<file path="src/rtl/seq_restoring_divider_pkg.sv">
// Shared types and sizing helpers for the sequential restoring divider.
package seq_restoring_divider_pkg;

   typedef enum logic [1:0] {
      IDLE = 2'd0,
      CALC = 2'd1,
      DONE = 2'd2
   } state_t;

   localparam int DEFAULT_WIDTH = 4;

   function automatic int cnt_width(input int width);
      return $clog2(width + 1);
   endfunction

   localparam int DEFAULT_CNT_W = cnt_width(DEFAULT_WIDTH);

endpackage

</file>
<file path="src/rtl/seq_restoring_divider_sub_borrow.sv">
// Combinational N-bit subtractor a - b with borrow out (set when a < b).
module seq_restoring_divider_sub_borrow
   import seq_restoring_divider_pkg::*;
#(
   parameter int N = DEFAULT_WIDTH + 1
) (
   input  logic [N-1:0] a,
   input  logic [N-1:0] b,
   output logic [N-1:0] diff,
   output logic         borrow_out
);

   assign {borrow_out, diff} = {1'b0, a} - {1'b0, b};

endmodule

</file>
<file path="src/rtl/seq_restoring_divider.sv">
// Iterative unsigned restoring divider: one quotient bit per clock, start/ready
// handshake in, one-cycle done pulse with registered quotient/remainder out.
module seq_restoring_divider
   import seq_restoring_divider_pkg::*;
#(
   parameter int WIDTH = DEFAULT_WIDTH
) (
   input  logic             clk,
   input  logic             rst_n,
   input  logic             start,
   input  logic [WIDTH-1:0] dividend,
   input  logic [WIDTH-1:0] divisor,
   output logic             ready,
   output logic             done,
   output logic [WIDTH-1:0] quotient,
   output logic [WIDTH-1:0] remainder,
   output logic             div_by_zero
);

   localparam int CNT_W = cnt_width(WIDTH);

   state_t           state_q, state_d;
   logic [WIDTH-1:0] shreg_q, shreg_d;
   logic [WIDTH-1:0] divisor_q, divisor_d;
   logic [WIDTH:0]   r_q, r_d;
   logic [CNT_W-1:0] cnt_q, cnt_d;
   logic [WIDTH-1:0] quotient_q, quotient_d;
   logic [WIDTH-1:0] remainder_q, remainder_d;
   logic             dbz_q, dbz_d;

   logic [WIDTH:0]   shifted;
   logic [WIDTH:0]   diff;
   logic             borrow;
   logic             sub_ok;
   logic [WIDTH:0]   r_next;

   // Shreg holds the unconsumed dividend bits above the quotient bits built so far.
   assign shifted = {r_q[WIDTH-1:0], shreg_q[WIDTH-1]};

   seq_restoring_divider_sub_borrow #(.N(WIDTH + 1)) u_sub (
      .a          (shifted),
      .b          ({1'b0, divisor_q}),
      .diff       (diff),
      .borrow_out (borrow)
   );

   // A set top bit of r would make the true shifted value exceed any divisor.
   assign sub_ok = ~borrow | r_q[WIDTH];
   assign r_next = sub_ok ? diff : shifted;

   always_comb begin
      // NOTE: every _d defaults to its _q first, so no branch can leave a latch.
      state_d     = state_q;
      shreg_d     = shreg_q;
      divisor_d   = divisor_q;
      r_d         = r_q;
      cnt_d       = cnt_q;
      quotient_d  = quotient_q;
      remainder_d = remainder_q;
      dbz_d       = dbz_q;

      case (state_q)
         IDLE: begin
            if (start) begin
               if (divisor != '0) begin
                  state_d   = CALC;
                  shreg_d   = dividend;
                  divisor_d = divisor;
                  r_d       = '0;
                  cnt_d     = '0;
               end else begin
                  state_d     = DONE;
                  quotient_d  = '1;
                  remainder_d = dividend;
                  dbz_d       = 1'b1;
               end
            end
         end
         CALC: begin
            r_d     = r_next;
            shreg_d = {shreg_q[WIDTH-2:0], sub_ok};
            cnt_d   = cnt_q + 1'b1;
            if (cnt_q == CNT_W'(WIDTH - 1)) begin
               state_d     = DONE;
               quotient_d  = shreg_d;
               remainder_d = r_next[WIDTH-1:0];
               dbz_d       = 1'b0;
            end
         end
         DONE:    state_d = IDLE;
         default: state_d = IDLE;
      endcase
   end

   // NOTE: non-blocking updates so every flop samples the pre-edge values together.
   always_ff @(posedge clk or negedge rst_n) begin
      if (!rst_n) begin
         state_q     <= IDLE;
         shreg_q     <= '0;
         divisor_q   <= '0;
         r_q         <= '0;
         cnt_q       <= '0;
         quotient_q  <= '0;
         remainder_q <= '0;
         dbz_q       <= 1'b0;
      end else begin
         state_q     <= state_d;
         shreg_q     <= shreg_d;
         divisor_q   <= divisor_d;
         r_q         <= r_d;
         cnt_q       <= cnt_d;
         quotient_q  <= quotient_d;
         remainder_q <= remainder_d;
         dbz_q       <= dbz_d;
      end
   end

   assign ready       = (state_q == IDLE);
   assign done        = (state_q == DONE);
   assign quotient    = quotient_q;
   assign remainder   = remainder_q;
   assign div_by_zero = dbz_q;

endmodule

</file>
<file path="config.mk">
export PLATFORM = sky130hd
export DESIGN_NAME = seq_restoring_divider
export DESIGN_NICKNAME = d
export VERILOG_FILES = /design/src/rtl/seq_restoring_divider_pkg.sv /design/src/rtl/seq_restoring_divider_sub_borrow.sv /design/src/rtl/seq_restoring_divider.sv
export SDC_FILE = /design/constraint.sdc
export NUM_CORES = 1
export LEC_CHECK = 0
export CAP_MARGIN = 10
export CORE_MARGIN = 8
export CORE_UTILIZATION = 56
export CTS_CLUSTER_SIZE = 24
export DETAILED_ROUTE_END_ITERATION = 7
export DONT_BUFFER_PORTS = 1
export PLACE_DENSITY = 0.71
export SYNTH_ARGS = -nofsm -noshare
export SYNTH_HDL_FRONTEND = slang
export SYNTH_HIERARCHICAL = 1
export SYNTH_SLANG_ARGS = --single-unit
</file>
<file path="constraint.sdc">
create_clock -name clk -period 2.2 [get_ports clk]
set_input_delay 0 -clock clk [delete_from_list [all_inputs] [get_ports clk]]
set_output_delay 0 -clock clk [all_outputs]
set_load 0.02 [all_outputs]
</file>
== After elaboration in Yosys (flattened, before gate mapping) ==
Cells that the tools add are included.

* Bits in registers: 27
* Input bits: 11
* Logic and storage cells: 52
* Output and inout bits: 11

* Add/sub/neg operators: 2
* Equality and inequality tests: 7
* Multiplexer cells: 26
* Bitwise gates (word level): 2
* Reduce and logical (&&, ||, !) cells: 7

{| class="wikitable"
|+ Operators by type and width
! kind !! number
|-
| 4-bit 2-to-1 mux || 8
|-
| 4-bit case mux with 2 select lines || 3
|-
| 5-bit 2-to-1 mux || 3
|-
| 5-bit case mux with 2 select lines || 1
|-
| 2-bit 2-to-1 mux || 3
|-
| 3-bit 2-to-1 mux || 2
|-
| 2-bit != test (second input constant) || 3
|-
| 3-bit case mux with 2 select lines || 1
|-
| 3-bit AND reduction || 2
|-
| 5-bit by 4-bit subtractor with 6-bit output || 1
|-
| 2-bit case mux with 2 select lines || 1
|-
| 4-bit AND reduction || 1
|-
| 4-bit nonzero test || 1
|-
| 3-bit by 1-bit adder with 3-bit output (second input constant) || 1
|-
| 3-bit by 2-bit == test with 1-bit output (second input constant) || 1
|-
| 1-bit 2-to-1 mux || 3
|-
| 2-bit by 1-bit == test with 1-bit output (second input constant) || 1
|-
| 2-bit == test (second input constant) || 1
|-
| 2-bit logical NOT || 1
|-
| 2-bit by 1-bit != test with 1-bit output (second input constant) || 1
|-
| 1-bit case mux with 2 select lines || 1
|-
| 2-bit AND reduction || 1
|-
| 2-bit nonzero test || 1
|-
| 1-bit inverter || 1
|-
| 1-bit OR || 1
|}

== Depth between registers and ports, before layout ==
Gate-level depths: netlist of run 1.

* Depth after elaboration: 6
* Gate-level depth with buffers: 9

== Modules after synthesis ==
The synthesis of run 1 kept the hierarchy.

{| class="wikitable"
|+ Modules (own cells, without submodules)
! module !! area an instance (um^2) !! seq. area each (um^2) !! times used !! cells an instance
|-
| seq_restoring_divider || 1308.8 || 675.6 || 1 || 122
|-
| seq_restoring_divider_sub_borrow || 206.4 || 0.0 || 1 || 29
|}

== Worst setup path after synthesis of run 1 ==
No wires, ideal clock.

* Path kind: register -> register
* Start point: register r_q[1]
* End point: register shreg_q[0]
* Data required time: 2075 ps
* Period minus slack after synthesis: 2093 ps
* Arrival: 1969 ps
* Cell stages (with the launch flop): 9
* Slack: 107 ps
* Setup time: 125 ps
* Cells stage by stage: dfrtp_1 > ha_1 > o21ai_0 > a21oi_1 > o22ai_1 > nand2b_1 > clkbuf_1 > mux2_2 > mux2_2

* Word-level cells in the longest chain between the ends: 4

{| class="wikitable"
|+ RTL lines
! element !! line !! source
|-
| from (decl) || seq_restoring_divider.sv:25 || <nowiki>logic [WIDTH:0] r_q, r_d;</nowiki>
|-
| from (signal assigned) || seq_restoring_divider.sv:110 || <nowiki>r_q <= r_d;</nowiki>
|-
| 5-bit by 4-bit subtractor with 6-bit output || seq_restoring_divider_sub_borrow.sv:13 || <nowiki>assign {borrow_out, diff} = {1'b0, a} - {1'b0, b};</nowiki>
|-
| via borrow || seq_restoring_divider.sv:33 || <nowiki>logic borrow;</nowiki>
|-
| 1-bit inverter || seq_restoring_divider.sv:48 || <nowiki>assign sub_ok = ~borrow | r_q[WIDTH];</nowiki>
|-
| 1-bit OR || seq_restoring_divider.sv:48 ||
|-
| 4-bit case mux with 2 select lines || seq_restoring_divider.sv:62 || <nowiki>case (state_q)</nowiki>
|-
| to (signal assigned) || seq_restoring_divider.sv:108 || <nowiki>shreg_q <= shreg_d;</nowiki>
|-
| to (decl) || seq_restoring_divider.sv:23 || <nowiki>logic [WIDTH-1:0] shreg_q, shreg_d;</nowiki>
|}

The timed path passes the listed nets, and every way through them passes these cells.
A chain may end at the register's enable or synchronous reset.

== Worst setup path after layout of run 1 ==
Ends and elaborated chain as after synthesis.

==> metrics.yaml, run 1 <==
sta:
  rsz0062_at_grt: "false"
  tns_ps: 0
  fmax_ghz: 0.488
  hold_viol: 0
  fin_crit_sh: 0.931
  setup_viol: 0
  maxSlewHeadroom: 0.571
  holdWs_ps: 55.4
  setup_ws_ps: 152
  worst_pin_slew_ps: 639
  clock_skew_ps: 10.6
  period_needed_ps: 2050
  slew_viol_final: 0
clock_tree:
  cts.sinks: 27
  clock_latency_ps: 340
  clk_pin_slew_ps: 150
  post-cts-setup-buffer-count: 0
  cts_buffers: 3
  htree_levels: 1
  cts_tree: "yes"
  cts.root.buffer_cell: "clkbuf_4"
  clockBufferDepth: 2
finish:
  fin_cells: 194
  post-route-util: 0.637
  syn_to_final_growth_pct: 12.0
  final_common_cell: "dfrtp_1"
  diodes: 0
  nets: 183
  layout_common_cells: "dfrtp_1, inv_1, mux2_2"
  num-fill-cells: 230
  drive_gt1_frac: 0.172
global_routing:
  grt_use_met1: 0.184
  grt_use_total: 0.155
  antenna_found_initial: 0
  overflow: 0
  grt_max_degree: 28
  grt_most_used_layer: "met2"
  grt_pass1_wl_um: 5410
  grt_use_met3: 0.0409
  grt_pass1_vias: 1151
  grt_util_met2: 0.264
drt:
  wire_per_inst_um: 16.6
  drt_wl_total_um: 3210
  drt_iter0_drc: 26
  drtPass1Iterations: 4
  vias: 1150
  drc: 0
  vias_per_cell: 5.93
  antenna_left: 0
place:
  portBuffers: 0
  place.gp.congestion: 0.904
  pre_cts_slack_ps: 145
  dpl.hpwl_um: 2370
  placed_cells: 180
worst_setup_path:
  cp-end-kind: "flop"
  required_ps: 2430
  cp-start-kind: "flop"
  path_max_fanout: 10
  arrival_ps: 2280
  crit_type: "flop to flop"
pwr:
  p_leak_nw: 0.776
  powerDensity_nw_per_um2: 1560
  vdd_drop_max_mv: 0.963
yosys:
  synth_nets: 170
  netlist_area_um2: 1520
  syn_inst: 151
  syn_avg_cell_area_um2: 10.0
  ys_ff_latch: 27
  yosysWarnings: 6
  yosysSeqAreaShare: 0.446
  ys_types: 33
floorplan:
  die-width_um: 68.0
  coreArea_um2: 2660
  num_rows: 19
  die_area_um2: 4630
  start_util: 0.569
  ios: 22
  dieHeight_um: 68.0
min_path:
  hold_class: "input pin to flop"
flow_run:
  drv_cap: 0
run_status:
  status: "completed"
==> synthesized netlist by cell type <==
library cell  instances  area (um^2)
dfrtp_1              27          676
inv_1                21         78.8
mux2_2               12          135
a21oi_1              11         55.1
nor2_1               10         37.5
ha_1                  7         87.6
o22ai_1               6         37.5
nand2b_1              5         31.3
a211oi_1              4         30.0
and3b_1               4         35.0
nor4_1                4         25.0
o211ai_1              4         30.0
o31ai_1               4         30.0
buf_2                 3         15.0
clkbuf_1              3         11.3
o21ai_0               3         15.0
a21oi_2               2         17.5
nand2_1               2         7.51
nand3b_1              2         15.0
nor2b_1               2         12.5
o21a_1                2         15.0
xor2_1                2         17.5
a31o_2                1         8.76
buf_6                 1         11.3
conb_1                1         3.75
fa_1                  1         20.0
nor3_1                1         5.00
o21bai_1              1         7.51
o41ai_1               1         8.76
or2_2                 1         6.26
or3b_1                1         8.76
or4_4                 1         11.3
xnor2_1               1         8.76
==> path summary, 6_finish.rpt <==
check                                          start                      end  slack (ps)  depth (start not counted)
max in group asynchronous                      rst_n       r_q[4]$_DFFE_PN0P_        1970                          2
worst min-delay path                           start   state_q[0]$_DFFE_PN0P_          60                          3
min in group asynchronous                      rst_n  div_by_zero$_DFFE_PN0P_          80                          2
worst max-delay path              r_q[1]$_DFFE_PN0P_   shreg_q[0]$_DFFE_PN0P_         150                          7
worst max register to register    r_q[1]$_DFFE_PN0P_   shreg_q[0]$_DFFE_PN0P_         150                          7
worst min register to register  cnt_q[0]$_DFFE_PN0P_     cnt_q[0]$_DFFE_PN0P_         490                          1
==> through the flow <==
| step | instance area, um^2 | power [mW] |
|---|---|---|
| 6_report | 1700 | 2.65 |
| 5_1_grt | 1700 | 2.89 |
| 4_1_cts | 1690 | 2.66 |
| 3_5_place_dp | 1550 | 2.40 |
| 3_3_place_gp | 1550 | 2.33 |
| 2_1_floorplan | 1520 | 2.08 |
==> registers in the layout (all words and copies together) (netlist names) <==
signal	cells
remainder	4
shreg_q	4
div_by_zero	1
cnt_q	3
r_q	5
divisor_q	4
quotient	4
state_q	2
==> cells by family after synthesis <==
logic type,synth area share
AOI/OAI and AO/OA,0.168
xor gates and xnor gates,0.0173
adders and majority gates,0.0710
buffers and inverters,0.0768
DFF,0.446
muxes,0.0892
other,0.00247
and+or+nand+nor,0.129
==> routing by layer <==
metal | up-vias | share of wire | wire, um
met4 | 0 | 0.017 | 56
li1 | 551 | - | -
met5 | - | 0 | 0
met3 | 9 | 0.042 | 134
met1 | 569 | 0.43 | 1390
met2 | 21 | 0.51 | 1630
==> critical path, cell delays in order (launching register included) <==
cell	delay (ps)
dfrtp_1	420
ha_1	350
o21ai_0	170
a21oi_1	60
o22ai_1	210
nand2b_2	170
mux2_2	310
mux2_2	260
==> timing repair <==
item / CTS / global route
hold endpoints to repair: 39 / 0
resized for setup: 0 / 1
setup endpoints to repair: 0 / 1
hold buffers: 10 / 0
==> final cells by class <==
cell class,count,area (um^2),share of cell area
multi-input cells,96,726,0.428
flip-flops and latches,27,676,0.398
repair buffers,15,148,0.0870
inverters,21,78.8,0.0465
well taps,31,38.8,0.0229
clock buffers,3,22.5,0.0133
clock inverters,1,7.51,0.00442
==> power by group <==
group	leakage, nW	internal (mW)	switching, mW
Combinational	0.438	0.664	0.775
Clock	0.0139	0.0698	0.151
Sequential	0.325	0.721	0.272
(Power assumes the default switching activity.)
==> run 2: changes to the inputs <==
- ABC_AREA: unset -> 1
- CELL_PAD_IN_SITES_DETAIL_PLACEMENT: unset -> 1
- CELL_PAD_IN_SITES_GLOBAL_PLACEMENT: unset -> 1
- CORE_UTILIZATION: 56 -> 40
- PLACE_DENSITY: 0.71 -> 0.7
==> metrics.yaml, run 2 <==
drt:
  antenna_left: 0  # unchanged
  drc: 0  # unchanged
  vias_per_cell: 4.80  # -19%
  drtPass1Iterations: 4  # unchanged
  drt_iter0_drc: 68  # +160%
  wire_per_inst_um: 14.5  # -12%
  vias: 1353  # +18%
  drt_wl_total_um: 4100  # +28%
sta:
  fin_crit_sh: 0.898  # -0.0329
  hold_viol: 0  # unchanged
  setup_viol: 0  # unchanged
  rsz0062_at_grt: "false"
  setup_ws_ps: 224  # +72.4 ps
  clock_skew_ps: 1.84  # -8.74 ps
  tns_ps: 0  # unchanged
  fmax_ghz: 0.506  # +3.7%
  period_needed_ps: 1980  # -72.4 ps
  slew_viol_final: 0  # unchanged
finish:
  fin_cells: 282  # +45%
  drive_gt1_frac: 0.0733  # -0.0985
  largest_reg_flops: 5  # unchanged
  syn_to_final_growth_pct: 13.7
  area.sequential_um2: 676  # unchanged
  nets: 252  # +38%
  layout_common_cells: "nand2_1, dfrtp_1, nand3_1"
  multi_input_area_um2: 781  # +7.6%
  num-fill-cells: 527  # +130%
  final_common_cell: "nand2_1"
  largest-register: "r_q"
  diodes: 0  # unchanged
worst_setup_path:
  cp_slowest_stage_delay_ps: 560  # +140 ps
  arrival_ps: 2200  # -80 ps
  path_max_fanout: 6  # -4
  path_common_cell: "nand2_1"
  crit_chain: "nor2_2 > nand2_1 > nor2_2 > nand2_1 > dlygate4sd3_1 > nand2_1"
  required_ps: 2420  # about the same
  cp-start-kind: "flop"
  cp-end-kind: "flop"
  crit_type: "flop to flop"
  slowest_stage: "dlygate4sd3_1"
floorplan:
  die_area_um2: 6230  # +35%
  num_rows: 23  # +4
  ios: 22  # unchanged
  die-width_um: 79.0  # +16%
  dieHeight_um: 79.0  # +16%
  start_util: 0.405  # -0.164
  coreArea_um2: 3910  # +47%
global_routing:
  grt_pass1_vias: 1499  # +30%
  antenna_found_initial: 0  # unchanged
  grt_use_total: 0.141  # -0.0133
  grt_max_degree: 28  # unchanged
  grt_pass1_wl_um: 7110  # +31%
  overflow: 0  # unchanged
yosys:
  synth_top_cell_by_area: "dfrtp_1"
  synth_edf_count: 0  # unchanged
  syn_avg_cell_area_um2: 7.24  # -28%
  ys_ff_latch: 27  # unchanged
  yosysMostFrequentCell: "nand2_1"
  syn_inst: 219  # +45%
  synth_nets: 238  # +40%
  yosysSeqAreaShare: 0.426  # -0.0197
  synthArstFlopShare: 1.00  # unchanged
  synthTopCellsByCount: "nand2_1, dfrtp_1, nand3_1, inv_1, nor2_1"
  yosysWarnings: 6  # unchanged
  synthFlopType: "dfrtp_1"
  synth_top_area_share: 0.426  # -0.0197
  yosys-top-cells-area: "dfrtp_1, nand2_1, nand3_1"
  netlist_area_um2: 1590  # +4.6%
  ys_types: 25  # -24%
clock_tree:
  cts_buffers: 3  # unchanged
  clock_latency_ps: 270  # -70 ps
  cts_tree: "yes"
  post-cts-setup-buffer-count: 0  # unchanged
  htree_levels: 1  # unchanged
  clockBufferDepth: 2  # unchanged
  clk_pin_slew_ps: 100  # -50 ps
  cts.sinks: 27  # unchanged
  cts.root.buffer_cell: "clkbuf_8"
pwr:
  powerDensity_nw_per_um2: 1640  # +4.6%
  clkPwrFrac: 0.099  # +0.016
  vdd_drop_max_mv: 0.622  # -35%
  p_sw_frac: 0.512  # +0.0604
  intPower_mw: 1.44  # -1.1%
  seq_power_share: 0.344  # -0.030
  power_switching_mw: 1.51  # +26%
  power_frac_comb: 0.557  # +0.015
  p_leak_nw: 0.967  # +25%
min_path:
  hold_class: "input pin to flop"
flow_run:
  drv_cap: 0  # unchanged
place:
  place.gp.congestion: 0.817  # -9.6%
  dpl.hpwl_um: 3150  # +33%
  placed_cells: 266  # +48%
  pre_cts_slack_ps: 284  # +139 ps
  portBuffers: 0  # unchanged
run_status:
  status: "completed"
run 2: path summary, 6_finish.rpt:
path | startpoint | cells past startpoint | slack (ps) | to
hold reg to reg | cnt_q[1]$_DFFE_PN0P_ | 2 | 490 | cnt_q[1]$_DFFE_PN0P_
max in group asynchronous | rst_n | 2 | 1890 | divisor_q[0]$_DFFE_PN0P_
min in group asynchronous | rst_n | 2 | 140 | r_q[4]$_DFFE_PN0P_
setup reg to reg | state_q[0]$_DFFE_PN0P_ | 6 | 220 | divisor_q[3]$_DFFE_PN0P_
setup / recovery | state_q[0]$_DFFE_PN0P_ | 6 | 220 | divisor_q[3]$_DFFE_PN0P_
hold / removal | dividend[3] | 4 | 6 | remainder[3]$_DFFE_PN0P_
run 2: timing repair:
action | 4_1_cts | 5_1_grt
resized for setup | 0 | 0
hold buffers | 12 | 0
endpoints found under the hold margin | 33 | 0
run 2: power by group through the flow:
stage          clock, mW  sequential (mW)  combinational, mW
2_1_floorplan          0            0.972               1.30
3_3_place_gp           0             1.02               1.54
3_5_place_dp           0             1.03               1.62
4_1_cts            0.310             1.03               1.66
5_1_grt            0.327             1.05               1.92
6_report           0.292             1.02               1.64
run 2: metal layers:
layer	wire [um]	GRT usage
met4	11	0.0167
met1	1860	0.175
met5	0	0
met2	2000	0.244
met3	232	0.0418
run 2: through the flow:
step	cell area [um^2]	total power, mW	hold WS, ps	utilization
finish	1800	2.95	5.80	0.461
global route	1800	3.30	16.5	0.461
CTS	1800	3.00	4.20	0.461
detailed placement	1620	2.65	-295	0.415
global placement	1620	2.55	-294	0.415
floorplan	1590	2.27	-296	-
run 2: cells by family (layout without fill, tap and decap cells):
logic type,Yosys count,in the layout,synth area share
buffers and inverters,31,44,0.0813
AND/OR/NAND/NOR,143,143,0.391
other,1,1,0.00237
flip-flops,27,27,0.426
XOR/XNOR,1,1,0.00553
adder cells (fa/ha/maj),8,8,0.0679
AO/OA/AOI/OAI,8,8,0.0253
run 2: worst max-delay path, delay by kind of cell (launching register included):
family                 cells  cell delay, ps
buffers and inverters      1             560
flip-flops                 1             480
AND/OR/NAND/NOR            5             870
run 2: area by class of cell:
| type | instances | area share |
|---|---|---|
| well taps | 50 | 0.0347 |
| flip-flops and latches | 27 | 0.375 |
| repair buffers | 12 | 0.0722 |
| clock buffers | 3 | 0.0229 |
| inverters | 28 | 0.0583 |
| multi-input cells | 161 | 0.433 |
| clock inverters | 1 | 0.00416 |
==> run 3: changes to the inputs <==
- CORE_MARGIN: 8 -> 5
==> metrics.yaml, run 3 (same netlist as run 2, synthesis figures left out) <==
run_status:
  status: "completed"
worst_setup_path:
  path_max_fanout: 7  # +1
  path_common_cell: "nand2_1"
  crit_chain: "ha_1 > nand2_1 > nand2_1 > nand2_1 > nand2_1 > nor2_1 > inv_1 > nor2_1 > nand3_1 > nand3_1 > nand2_1 > nand2_1"
  critPathCapture: "remainder[0]$_DFFE_PN0P_"
  critPathBufInv: 1  # unchanged
  rr_endpoint: "remainder[0]$_DFFE_PN0P_"
  required_ps: 2420  # about the same
  r2r_slack_ps: 230  # about the same
  r2r_cells: 12  # +6
  slowest_stage: "dfrtp_1"
  critical_path_depth: 12  # +6
  critPathTopFamily: "simple AND/OR/NAND/NOR gates"
  arrival_ps: 2190  # about the same
  crit_type: "flop to flop"
  cp-start-kind: "flop"
  cp-end-kind: "flop"
  cp_slowest_stage_delay_ps: 430  # -130 ps
  timing.rr.start: "r_q[1]$_DFFE_PN0P_"
  startpoint: "r_q[1]$_DFFE_PN0P_"
clock_tree:
  clockBufferDepth: 2  # unchanged
  clock_latency_ps: 280  # about the same
  cts_buffers: 3  # unchanged
  clk_pin_slew_ps: 100  # about the same
  cts.sinks: 27  # unchanged
  cts_tree: "yes"
  cts.root.buffer_cell: "clkbuf_8"
  cts_resized: 0  # unchanged
  htree_levels: 1  # unchanged
finish:
  area.sequential_um2: 676  # unchanged
  multi_input_area_um2: 781  # unchanged
  largest_reg_flops: 5  # unchanged
  syn_to_final_growth_pct: 14.2
  drive_gt1_frac: 0.0730  # -0.000314
  final_common_cell: "nand2_1"
  layout_common_cells: "nand2_1, dfrtp_1, nand3_1"
  diodes: 0  # unchanged
  nets: 253  # +0.40%
  largest-register: "r_q"
  num-fill-cells: 493  # -6.5%
pwr:
  power_switching_mw: 1.50  # -0.67%
  power_mw: 2.94  # -0.31%
  intPower_mw: 1.44  # about the same
  power_frac_comb: 0.556  # about the same
  powerDensity_nw_per_um2: 1620  # -0.73%
  p_sw_frac: 0.510  # -0.00183
  vdd_drop_max_mv: 0.716  # +15%
  p_leak_nw: 0.971  # +0.43%
  clkPwrFrac: 0.101  # +0.002
  seq_power_share: 0.344  # about the same
floorplan:
  ios: 22  # unchanged
  coreArea_um2: 3740  # -4.3%
  start_util: 0.423  # +0.0184
  die_area_um2: 5320  # -15%
  die-width_um: 73.0  # -7.6%
  num_rows: 22  # -4.3%
  dieHeight_um: 73.0  # -7.6%
drt:
  drt_iter0_drc: 58  # -15%
  wire_per_inst_um: 13.8  # -5.3%
  vias_per_cell: 4.95  # +3.1%
  drtPass1Iterations: 4  # unchanged
  drc: 0  # unchanged
  drt_wl_total_um: 3870  # -5.6%
  vias: 1390  # +2.7%
  antenna_left: 0  # unchanged
min_path:
  hold_class: "input pin to flop"
  hold_start: "start"
sta:
  fin_crit_sh: 0.897  # -0.00108
  setup_viol: 0  # unchanged
  tns_ps: 0  # unchanged
  hold_viol: 0  # unchanged
  rsz0062_at_grt: "false"
  fmax_ghz: 0.507  # +0.12%
  clock_skew_ps: 6.42  # +4.57 ps
  slew_viol_final: 0  # unchanged
  period_needed_ps: 1970  # -2.37 ps
global_routing:
  antenna_found_initial: 0  # unchanged
  grt_pass1_wl_um: 6880  # -3.2%
  grt_use_total: 0.163  # +0.0213
  grt_pass1_vias: 1506  # +0.47%
  overflow: 0  # unchanged
  grt_max_degree: 28  # unchanged
place:
  place.gp.congestion: 0.802  # -1.8%
  portBuffers: 0  # unchanged
  dpl.hpwl_um: 2950  # -6.5%
flow_run:
  drv_cap: 0  # unchanged
-- run 3: cell type report --
class                      count  area share
timing repair buffer          13      0.0774
tap                           48      0.0332
sequential                    27       0.373
multi-input combinational    161       0.431
inverter                      28      0.0581
clock inverter                 1     0.00415
clock buffer                   3      0.0228
-- run 3: worst min-delay path by stage --
stage                                   endpoint  slack (ps)  depth (start not counted)
after global routing      state_q[0]$_DFFE_PN0P_          50                          4
after floorplan             cnt_q[0]$_DFFE_PN0P_        -300                          0
after global placement        r_q[3]$_DFFE_PN0P_        -290                          0
after CTS                 shreg_q[0]$_DFFE_PN0P_           2                          4
final                     state_q[0]$_DFFE_PN0P_           5                          4
after detailed placement      r_q[3]$_DFFE_PN0P_        -290                          0
-- run 3: metal layers --
layer  vias to the layer above  share of wire  GRT usage
li1                        699              -          -
met4                         0         0.0062     0.0307
met1                       660           0.48      0.216
met5                         -              0          0
met2                        27           0.45      0.272
met3                         4          0.058     0.0372
-- run 3: repair_timing --
item,CTS,global route
hold buffers,13,0
setup buffers,0,0
endpoints found under the hold margin,34,0
-- run 3: worst min-delay path, delay by kind of cell --
family | cells | cell delay (ps)
buf+inv | 2 | 140
simple gates | 2 | 120
-- run 3: power by group through the flow --
stage | logic (mW) | clock network, mW | registers (mW)
2_1_floorplan | 1.30 | 0 | 0.972
3_3_place_gp | 1.54 | 0 | 1.02
3_5_place_dp | 1.61 | 0 | 1.03
4_1_cts | 1.66 | 0.302 | 1.02
5_1_grt | 1.92 | 0.321 | 1.05
6_report | 1.63 | 0.296 | 1.01
-- run 3: metrics by stage --
step	area, um^2	utilization	std cells	worst slack [ps]	hold WS (ps)
after floorplan	1590	-	219	568	-296
after global placement	1620	0.433	264	324	-295
after detailed placement	1620	0.433	264	265	-294
after CTS	1810	0.484	281	249	2.19
after global routing	1810	0.484	281	16.9	47.8
final	1810	0.484	281	226	4.70
